File: src/rtl/button_pkg.sv
// Shared constants and width helpers for the debounced button bank.
//   TICK_PERIOD_DEF  : default sample-tick period in clk cycles (40 ms at 100 MHz)
//   STABLE_TICKS_DEF : default consecutive disagreeing samples to accept a new level
//   LONG_TICKS_DEF   : default ticks of continuous press before a long-press event
//   cnt_w()          : bits needed to hold 0..max_val
package button_pkg;

    localparam int TICK_PERIOD_DEF  = 4_000_000;
    localparam int STABLE_TICKS_DEF = 3;
    localparam int LONG_TICKS_DEF   = 25;

    function automatic int cnt_w(input int max_val);
        return (max_val < 1) ? 1 : $clog2(max_val + 1);
    endfunction

endpackage

File: src/rtl/button_bank_if.sv
// Button bank pin/event bundle.
//   in_i         : raw asynchronous button pins
//   level_o      : debounced pressed state, 1 = pressed
//   press_o      : one-cycle pulse on debounced 0->1
//   release_o    : one-cycle pulse on debounced 1->0
//   long_press_o : one-cycle pulse when held long enough
//   tick_o       : one-cycle sample strobe
// master = the side driving the pins, slave = the button bank.
interface button_bank_if #(
    parameter int N_BTN = 4
);
    logic [N_BTN-1:0] in_i;
    logic [N_BTN-1:0] level_o;
    logic [N_BTN-1:0] press_o;
    logic [N_BTN-1:0] release_o;
    logic [N_BTN-1:0] long_press_o;
    logic             tick_o;

    modport master (
        output in_i,
        input  level_o, press_o, release_o, long_press_o, tick_o
    );

    modport slave (
        input  in_i,
        output level_o, press_o, release_o, long_press_o, tick_o
    );
endinterface

File: src/rtl/button_channel.sv
// One debounced button channel: 2-flop synchroniser, stability counter,
// hold counter and registered press/release/long-press pulses.
//   clk, rst     : system clock, async active-high reset
//   tick_i       : sample strobe; all evaluation happens only in tick cycles
//   in_i         : raw asynchronous pin
//   level_o      : debounced level (1 = pressed)
//   press_o      : pulse in the first cycle level_o reads 1
//   release_o    : pulse in the first cycle level_o reads 0
//   long_press_o : pulse when the hold counter reaches LONG_TICKS
module button_channel import button_pkg::*; #(
    parameter int STABLE_TICKS = STABLE_TICKS_DEF,
    parameter int LONG_TICKS   = LONG_TICKS_DEF,
    parameter bit ACTIVE_LOW   = 1'b0
) (
    input  logic clk,
    input  logic rst,
    input  logic tick_i,
    input  logic in_i,
    output logic level_o,
    output logic press_o,
    output logic release_o,
    output logic long_press_o
);
    localparam int STAB_W = cnt_w(STABLE_TICKS);
    localparam int HOLD_W = cnt_w(LONG_TICKS);
    localparam logic [STAB_W-1:0] STAB_LAST = STAB_W'(STABLE_TICKS - 1);
    localparam logic [HOLD_W-1:0] HOLD_LAST = HOLD_W'(LONG_TICKS - 1);
    localparam logic [HOLD_W-1:0] HOLD_MAX  = HOLD_W'(LONG_TICKS);

    logic              sync1_q, sync2_q;
    logic              samp;
    logic              level_q, level_d;
    logic [STAB_W-1:0] stab_q, stab_d;
    logic [HOLD_W-1:0] hold_q, hold_d;
    logic              press_q, press_d;
    logic              release_q, release_d;
    logic              long_q, long_d;

    assign samp = sync2_q ^ ACTIVE_LOW;

    always_comb begin
        level_d   = level_q;
        stab_d    = stab_q;
        hold_d    = hold_q;
        press_d   = 1'b0;
        release_d = 1'b0;
        long_d    = 1'b0;
        if (tick_i) begin
            if (samp == level_q) begin
                stab_d = '0;
            end else if (stab_q == STAB_LAST) begin
                level_d   = samp;
                stab_d    = '0;
                press_d   = samp;
                release_d = ~samp;
            end else begin
                stab_d = stab_q + 1'b1;
            end
            // A release on this tick wins over a long-press that would
            // otherwise complete on the same tick.
            if (level_q) begin
                if (!level_d) begin
                    hold_d = '0;
                end else if (hold_q != HOLD_MAX) begin
                    hold_d = hold_q + 1'b1;
                    long_d = (hold_q == HOLD_LAST);
                end
            end
        end
    end

    always_ff @(posedge clk or posedge rst) begin
        if (rst) begin
            sync1_q   <= ACTIVE_LOW;
            sync2_q   <= ACTIVE_LOW;
            level_q   <= 1'b0;
            stab_q    <= '0;
            hold_q    <= '0;
            press_q   <= 1'b0;
            release_q <= 1'b0;
            long_q    <= 1'b0;
        end else begin
            sync1_q   <= in_i;
            sync2_q   <= sync1_q;
            level_q   <= level_d;
            stab_q    <= stab_d;
            hold_q    <= hold_d;
            press_q   <= press_d;
            release_q <= release_d;
            long_q    <= long_d;
        end
    end

    assign level_o      = level_q;
    assign press_o      = press_q;
    assign release_o    = release_q;
    assign long_press_o = long_q;

endmodule

File: src/rtl/button_bank.sv
// Bank of N_BTN independent debounced buttons sharing one sample-tick generator.
//   clk, rst : system clock, async active-high reset
//   bus      : button_bank_if slave (raw pins in, debounced level/events out, tick)
module button_bank import button_pkg::*; #(
    parameter int N_BTN        = 4,
    parameter int TICK_PERIOD  = TICK_PERIOD_DEF,
    parameter int STABLE_TICKS = STABLE_TICKS_DEF,
    parameter int LONG_TICKS   = LONG_TICKS_DEF,
    parameter bit ACTIVE_LOW   = 1'b0
) (
    input  logic          clk,
    input  logic          rst,
    button_bank_if.slave  bus
);
    localparam int TICK_W = cnt_w(TICK_PERIOD - 1);
    localparam logic [TICK_W-1:0] TICK_LAST = TICK_W'(TICK_PERIOD - 1);

    logic [TICK_W-1:0] tick_cnt_q, tick_cnt_d;
    logic              tick;
    logic [N_BTN-1:0]  level_w, press_w, release_w, long_w;

    assign tick       = (tick_cnt_q == TICK_LAST);
    assign tick_cnt_d = tick ? '0 : tick_cnt_q + 1'b1;

    always_ff @(posedge clk or posedge rst) begin
        if (rst) begin
            tick_cnt_q <= '0;
        end else begin
            tick_cnt_q <= tick_cnt_d;
        end
    end

    for (genvar g = 0; g < N_BTN; g++) begin : g_ch
        button_channel #(
            .STABLE_TICKS (STABLE_TICKS),
            .LONG_TICKS   (LONG_TICKS),
            .ACTIVE_LOW   (ACTIVE_LOW)
        ) u_ch (
            .clk          (clk),
            .rst          (rst),
            .tick_i       (tick),
            .in_i         (bus.in_i[g]),
            .level_o      (level_w[g]),
            .press_o      (press_w[g]),
            .release_o    (release_w[g]),
            .long_press_o (long_w[g])
        );
    end

    assign bus.tick_o       = tick;
    assign bus.level_o      = level_w;
    assign bus.press_o      = press_w;
    assign bus.release_o    = release_w;
    assign bus.long_press_o = long_w;

endmodule

File: src/flat_wrapper.sv
// flat-port wrapper written by rule: the top's interface ports become plain ports
module button_bank_flat import button_pkg::*;
#(
    parameter int N_BTN        = 4,
    parameter int TICK_PERIOD  = TICK_PERIOD_DEF,
    parameter int STABLE_TICKS = STABLE_TICKS_DEF,
    parameter int LONG_TICKS   = LONG_TICKS_DEF,
    parameter bit ACTIVE_LOW   = 1'b0
)
  (clk, rst, bus_in_i, bus_level_o, bus_press_o, bus_release_o, bus_long_press_o, bus_tick_o);
  button_bank_if #(.N_BTN(N_BTN)) bus_i ();
  input  logic clk;
  input  logic rst;
  input wire logic [$bits(bus_i.in_i)-1:0] bus_in_i;
  output wire logic [$bits(bus_i.level_o)-1:0] bus_level_o;
  output wire logic [$bits(bus_i.press_o)-1:0] bus_press_o;
  output wire logic [$bits(bus_i.release_o)-1:0] bus_release_o;
  output wire logic [$bits(bus_i.long_press_o)-1:0] bus_long_press_o;
  output wire logic [$bits(bus_i.tick_o)-1:0] bus_tick_o;
  assign bus_i.in_i = bus_in_i;
  assign bus_level_o = bus_i.level_o;
  assign bus_press_o = bus_i.press_o;
  assign bus_release_o = bus_i.release_o;
  assign bus_long_press_o = bus_i.long_press_o;
  assign bus_tick_o = bus_i.tick_o;
  button_bank #(.N_BTN(N_BTN), .TICK_PERIOD(TICK_PERIOD), .STABLE_TICKS(STABLE_TICKS), .LONG_TICKS(LONG_TICKS), .ACTIVE_LOW(ACTIVE_LOW)) u_core (.clk(clk), .rst(rst), .bus(bus_i));
endmodule
File: config.mk
export PLATFORM = sky130hd
export DESIGN_NAME = button_bank_flat
export DESIGN_NICKNAME = d
export VERILOG_FILES = /design/src/rtl/button_pkg.sv /design/src/rtl/button_bank_if.sv /design/src/rtl/button_channel.sv /design/src/rtl/button_bank.sv /design/src/flat_wrapper.sv
export SDC_FILE = /design/constraint.sdc
export NUM_CORES = 1
export LEC_CHECK = 0
export BUFFER_PORTS_ARGS = -buffer_cell sky130_fd_sc_hd__buf_2
export CAP_MARGIN = 10
export CORE_ASPECT_RATIO = 1.1
export CORE_UTILIZATION = 65
export CTS_CLUSTER_DIAMETER = 150
export DETAILED_ROUTE_END_ITERATION = 8
export PLACE_DENSITY = 0.84
export SLEW_MARGIN = 0
export SYNTH_ARGS = -nofsm -noshare
export SYNTH_HDL_FRONTEND = slang
export SYNTH_HIERARCHICAL = 1
export SYNTH_SLANG_ARGS = --single-unit
File: constraint.sdc
create_clock -name clk -period 6.55 [get_ports clk]
set_input_delay 1.31 -clock clk [delete_from_list [all_inputs] [get_ports clk]]
set_output_delay 1.31 -clock clk [all_outputs]
set_load 0.02 [all_outputs]
# After elaboration in Yosys (flattened, before gate mapping)
# Cells that the tools add are included.
[word_totals]
ff_bits = 74
inputBits = 6
output_inout_bits = 17
word_cells = 140
[classes]
n_addsub = 9
n_eq_ne = 21
mux = 69
bitwise = 4
reduce_logical = 4
[op_table]
columns = ["op", "count"]
rows = [
  ["1-bit 2-to-1 mux", 52],
  ["5-bit 2-to-1 mux", 8],
  ["22-bit by 1-bit adder with 22-bit output, second input constant", 1],
  ["22-bit equality test, second input constant", 1],
  ["22-bit 2-to-1 mux", 1],
  ["5-bit by 1-bit adder with 5-bit output, second input constant", 4],
  ["5-bit equality test, second input constant", 4],
  ["5-bit inequality test, second input constant", 4],
  ["2-bit 2-to-1 mux", 8],
  ["3-bit AND reduction", 4],
  ["2-bit by 1-bit adder with 2-bit output, second input constant", 4],
  ["2-bit equality test, second input constant", 4],
  ["2-bit by 1-bit inequality test with 1-bit output, second input constant", 4],
  ["1-bit equality test", 4],
  ["1-bit inverter", 4],
]

# Depth between registers and ports, before layout
[logic_depth]
ltp_word = 7
depth_mapped = 8

# By module
# The synthesis kept the hierarchy.
[modules_own_cells]
columns = ["module", "n_inst", "cells_per_inst", "area_per_inst_um2", "seq_area_each_um2"]
rows = [
  ["button_channel at u_core.g_ch[1].u_ch ...", 3, 53, 605.6, 325.3],
  ["button_bank", 1, 111, 1163.6, 550.5],
  ["button_channel at u_core.g_ch[0].u_ch", 1, 52, 605.6, 325.3],
]

# Worst setup path before layout
# OpenSTA, ideal clock, no wires.
[synth_timing]
path_type = "register -> output"
from = "register u_core.tick_cnt_q[0]"
to = "output bus_tick_o"
arrival_ns = 1.838
t_required_ns = 5.240
setup_slack_ns = 3.402
stages_incl_launch_ff = 6
cell_sequence = "dfrtp_1 -> ha_1 -> nand3_1 -> or2_1 -> clkbuf_1 -> nor3_4"
[synth_between]
elab_chain_len = 1
[synth_rtl]
columns = ["element", "line_no", "text"]
rows = [
  ["start: declaration", "button_bank.sv:18", "logic [TICK_W-1:0] tick_cnt_q, tick_cnt_d;"],
  ["start signal: assignment", "button_bank.sv:29", "tick_cnt_q <= tick_cnt_d;"],
  ["22-bit equality test", "button_bank.sv:22", "assign tick = (tick_cnt_q == TICK_LAST);"],
  ["end: declaration", "flat_wrapper.sv:19", "output wire logic [$bits(bus_i.tick_o)-1:0] bus_tick_o;"],
]
# Every way passes these cells.

# Final worst setup path
# Ends and elaborated chain as after synthesis.

==> impl_metrics.ini <==
[run]
maxCapViolCount = 0

[routing]
wirelength_um = 6070
viasPerCell = 5.79
drt_first_pass_iters = 4
first_iter_violations = 101
routedWlPerCell_um = 14.1
drc_errors = 0
vias = 2491
antenna_left = 0

[final_layout]
stdcell_count = 430
layout-drive-gt1-share = 0.141
nets = 369
diodes = 0
final_cell_area_um2 = 3950
areaGrowthSynthToFinish_pct = 10.1

[die]
die_h_um = 79.9
rows = 28
initial_core_util = 0.669
coreArea_um2 = 5360
ios = 23
die_area_um2 = 5820
die-width_um = 72.8

[clock_tree]
htree_levels = 3
ctsResizeCount = 0
cts_root_buf = clkbuf_8
cts_made_buffers = 9
cts_setup_buffers = 0
cts_hold_buf = 0
cts_tree = done
clock_latency_ns = 0.34
clockBufferDepth = 2
clk_pin_slew_ns = 0.07
clkSinkCount = 74

[pwr]
total_power_mw = 0.791
peakVddDrop_mv = 0.155
leakage_nw = 1.88
p_per_area_nw_per_um2 = 200

[synth]
synth_area_leader_cell = dfrtp_1
yosys_warnings = 6
synth_cells = 322
synthTopCellsByArea = dfrtp_1, ha_1, mux2i_1, inv_1, xnor2_1
synth_seq_area_share = 0.516
syn_nets = 341
ys_ff_latch = 74
avgSynthCellArea_um2 = 11.1
synthDistinctLibCells = 46
synth_top_area_frac = 0.516
synth_area_um2 = 3590

[timing]
period_share = 0.536
final.setup.tns_ns = 0
rsz0062_at_grt = no
hold_viol_final = 0
max_slew_margin = 0.467
setup_violations = 0
drv_slew = 0
finalCriticalPeriod_ns = 3.51
fmax_mhz = 285
skew_ns = 0.00620
worstMarginPinSlew_ns = 0.799

[global_route]
overflow = 0
grt_usage = 0.238
antenna_found_initial = 0
grt_pass1_vias = 2356
grt_pass1_wl_um = 10300
grt_max_degree = 33

[placed_design]
place_inst = 414
gp_congestion = 0.841
hpwl_um = 4350
dpl_cell_area_um2 = 3770
port_buffers = 22

[critical_path]
path_buf_inv = 2
path_cells = ha_1 > nand3_1 > or2_1 > nor3_4 > buf_4 > buf_2
cp-end-kind = output port
crit_slowest_cell = dfrtp_1
arrival_ns = 2.20
r2r_cells = 8
worst-path-stages = 6
cp_max_fo = 32
critPathRequiredTime_ns = 5.24
start_kind = register
path_delay_family = simple AND/OR/NAND/NOR gates
path_class = register to output port
slowest_delay_ns = 0.40

[run_status]
status = complete, no violations

[min_path]
hold_depth = 0
hold_class = register to register
-- per-layer routing --
| metal | wire length, um | GRT usage | vias up |
|---|---|---|---|
| met5 | 0 | 0 | - |
| met1 | 2610 | 0.292 | 1227 |
| met4 | 187 | 0.135 | 0 |
| met3 | 180 | 0.0593 | 19 |
| li1 | - | - | 1197 |
| met2 | 3090 | 0.381 | 48 |
-- sequential cells by signal, indices dropped and copies added, names as in the netlist --
name / cells
u_core/g_ch.u_ch/level_o: 4
u_core/g_ch.u_ch/press_o: 4
u_core/g_ch.u_ch/sync1_q: 4
u_core/g_ch.u_ch/samp: 4
u_core/g_ch.u_ch/release_o: 4
u_core/g_ch.u_ch/long_press_o: 4
u_core/g_ch.u_ch/hold_q: 20
u_core/tick_cnt_q: 22
u_core/g_ch.u_ch/stab_q: 8
-- cells by family after synthesis --
kind of cell / synth area share
simple gates: 0.229
flops: 0.516
compound gates: 0.0778
buf+inv: 0.0370
xor+xnor: 0.0485
mux: 0.0461
fa+ha+maj: 0.0454
-- cell type report --
class / count / area [um2]
Clock buffer: 12 / 155
Clock inverter: 4 / 26.3
Fill cell: 372 / 1410
Inverter: 27 / 101
Multi-Input combinational cell: 215 / 1600
Sequential cell: 74 / 1850
Tap cell: 75 / 93.8
Timing Repair Buffer: 23 / 118
-- final timing paths --
path / start / endpoint / slack [ns]
hold reg to reg: u_core/g_ch[2].u_ch/sync1_q / u_core/g_ch[2].u_ch/samp / 0.35
min in group asynchronous: rst / u_core/g_ch[0].u_ch/hold_q[2] / 1.02
setup / recovery: u_core/tick_cnt_q[0] / bus_tick_o / 3.04
hold / removal: u_core/g_ch[2].u_ch/sync1_q / u_core/g_ch[2].u_ch/samp / 0.35
max in group asynchronous: rst / u_core/tick_cnt_q[14] / 4.89
setup reg to reg: u_core/tick_cnt_q[0] / u_core/g_ch[2].u_ch/hold_q[3] / 4.16
-- cells in the mapped netlist, drive strengths merged --
| master | instances |
|---|---|
| dfrtp | 74 |
| inv | 27 |
| nor2 | 18 |
| nand3 | 15 |
| ha | 13 |
| mux2i | 12 |
| nand4 | 12 |
| o21ai | 12 |
| and3 | 11 |
| nor3 | 10 |
| xor2 | 10 |
| nor2b | 9 |
| nor3b | 9 |
| xnor2 | 9 |
| a22o | 8 |
| and2 | 8 |
| nand2 | 8 |
| o22ai | 8 |
| nand4b | 6 |
| nand3b | 5 |
| clkbuf | 4 |
| mux2 | 4 |
| nand2b | 4 |
| nor4 | 4 |
| o21a | 4 |
| o2bb2ai | 4 |
| a31oi | 2 |
| and4 | 2 |
| buf | 2 |
| nor4b | 2 |
| a21o | 1 |
| a21oi | 1 |
| a41oi | 1 |
| and3b | 1 |
| or2 | 1 |
| or4 | 1 |
-- per-stage QoR --
step | setup slack [ns] | hold slack, ns | utilization
after detailed placement | 3.42 | 0.339 | 0.703
after CTS | 3.03 | 0.356 | 0.736
after global routing | 2.88 | 0.361 | 0.736
after global placement | 3.47 | 0.333 | 0.703
after floorplan | 3.40 | 0.331 | -
final | 3.04 | 0.354 | 0.736
-- layout by cell type, fill, tap and decap left out, types with 9 or more instances in the layout --
cell type,count
xnor2_1,9
xor2_1,9
clkbuf_8,11
nand4_1,11
nor2b_1,9
inv_1,26
nor3_1,9
and3_1,11
buf_2,22
mux2i_1,12
nor2_1,16
nand3_1,15
dfrtp_1,74
ha_1,13
-- power breakdown --
group | switching [mW] | total [mW] | leakage, nW | internal, mW
clock | 0.161 | 0.318 | 0.0924 | 0.158
combinational | 0.00939 | 0.0115 | 0.782 | 0.00206
sequential | 0.00240 | 0.462 | 1.00 | 0.459
Power figures use the tool's default switching activity.
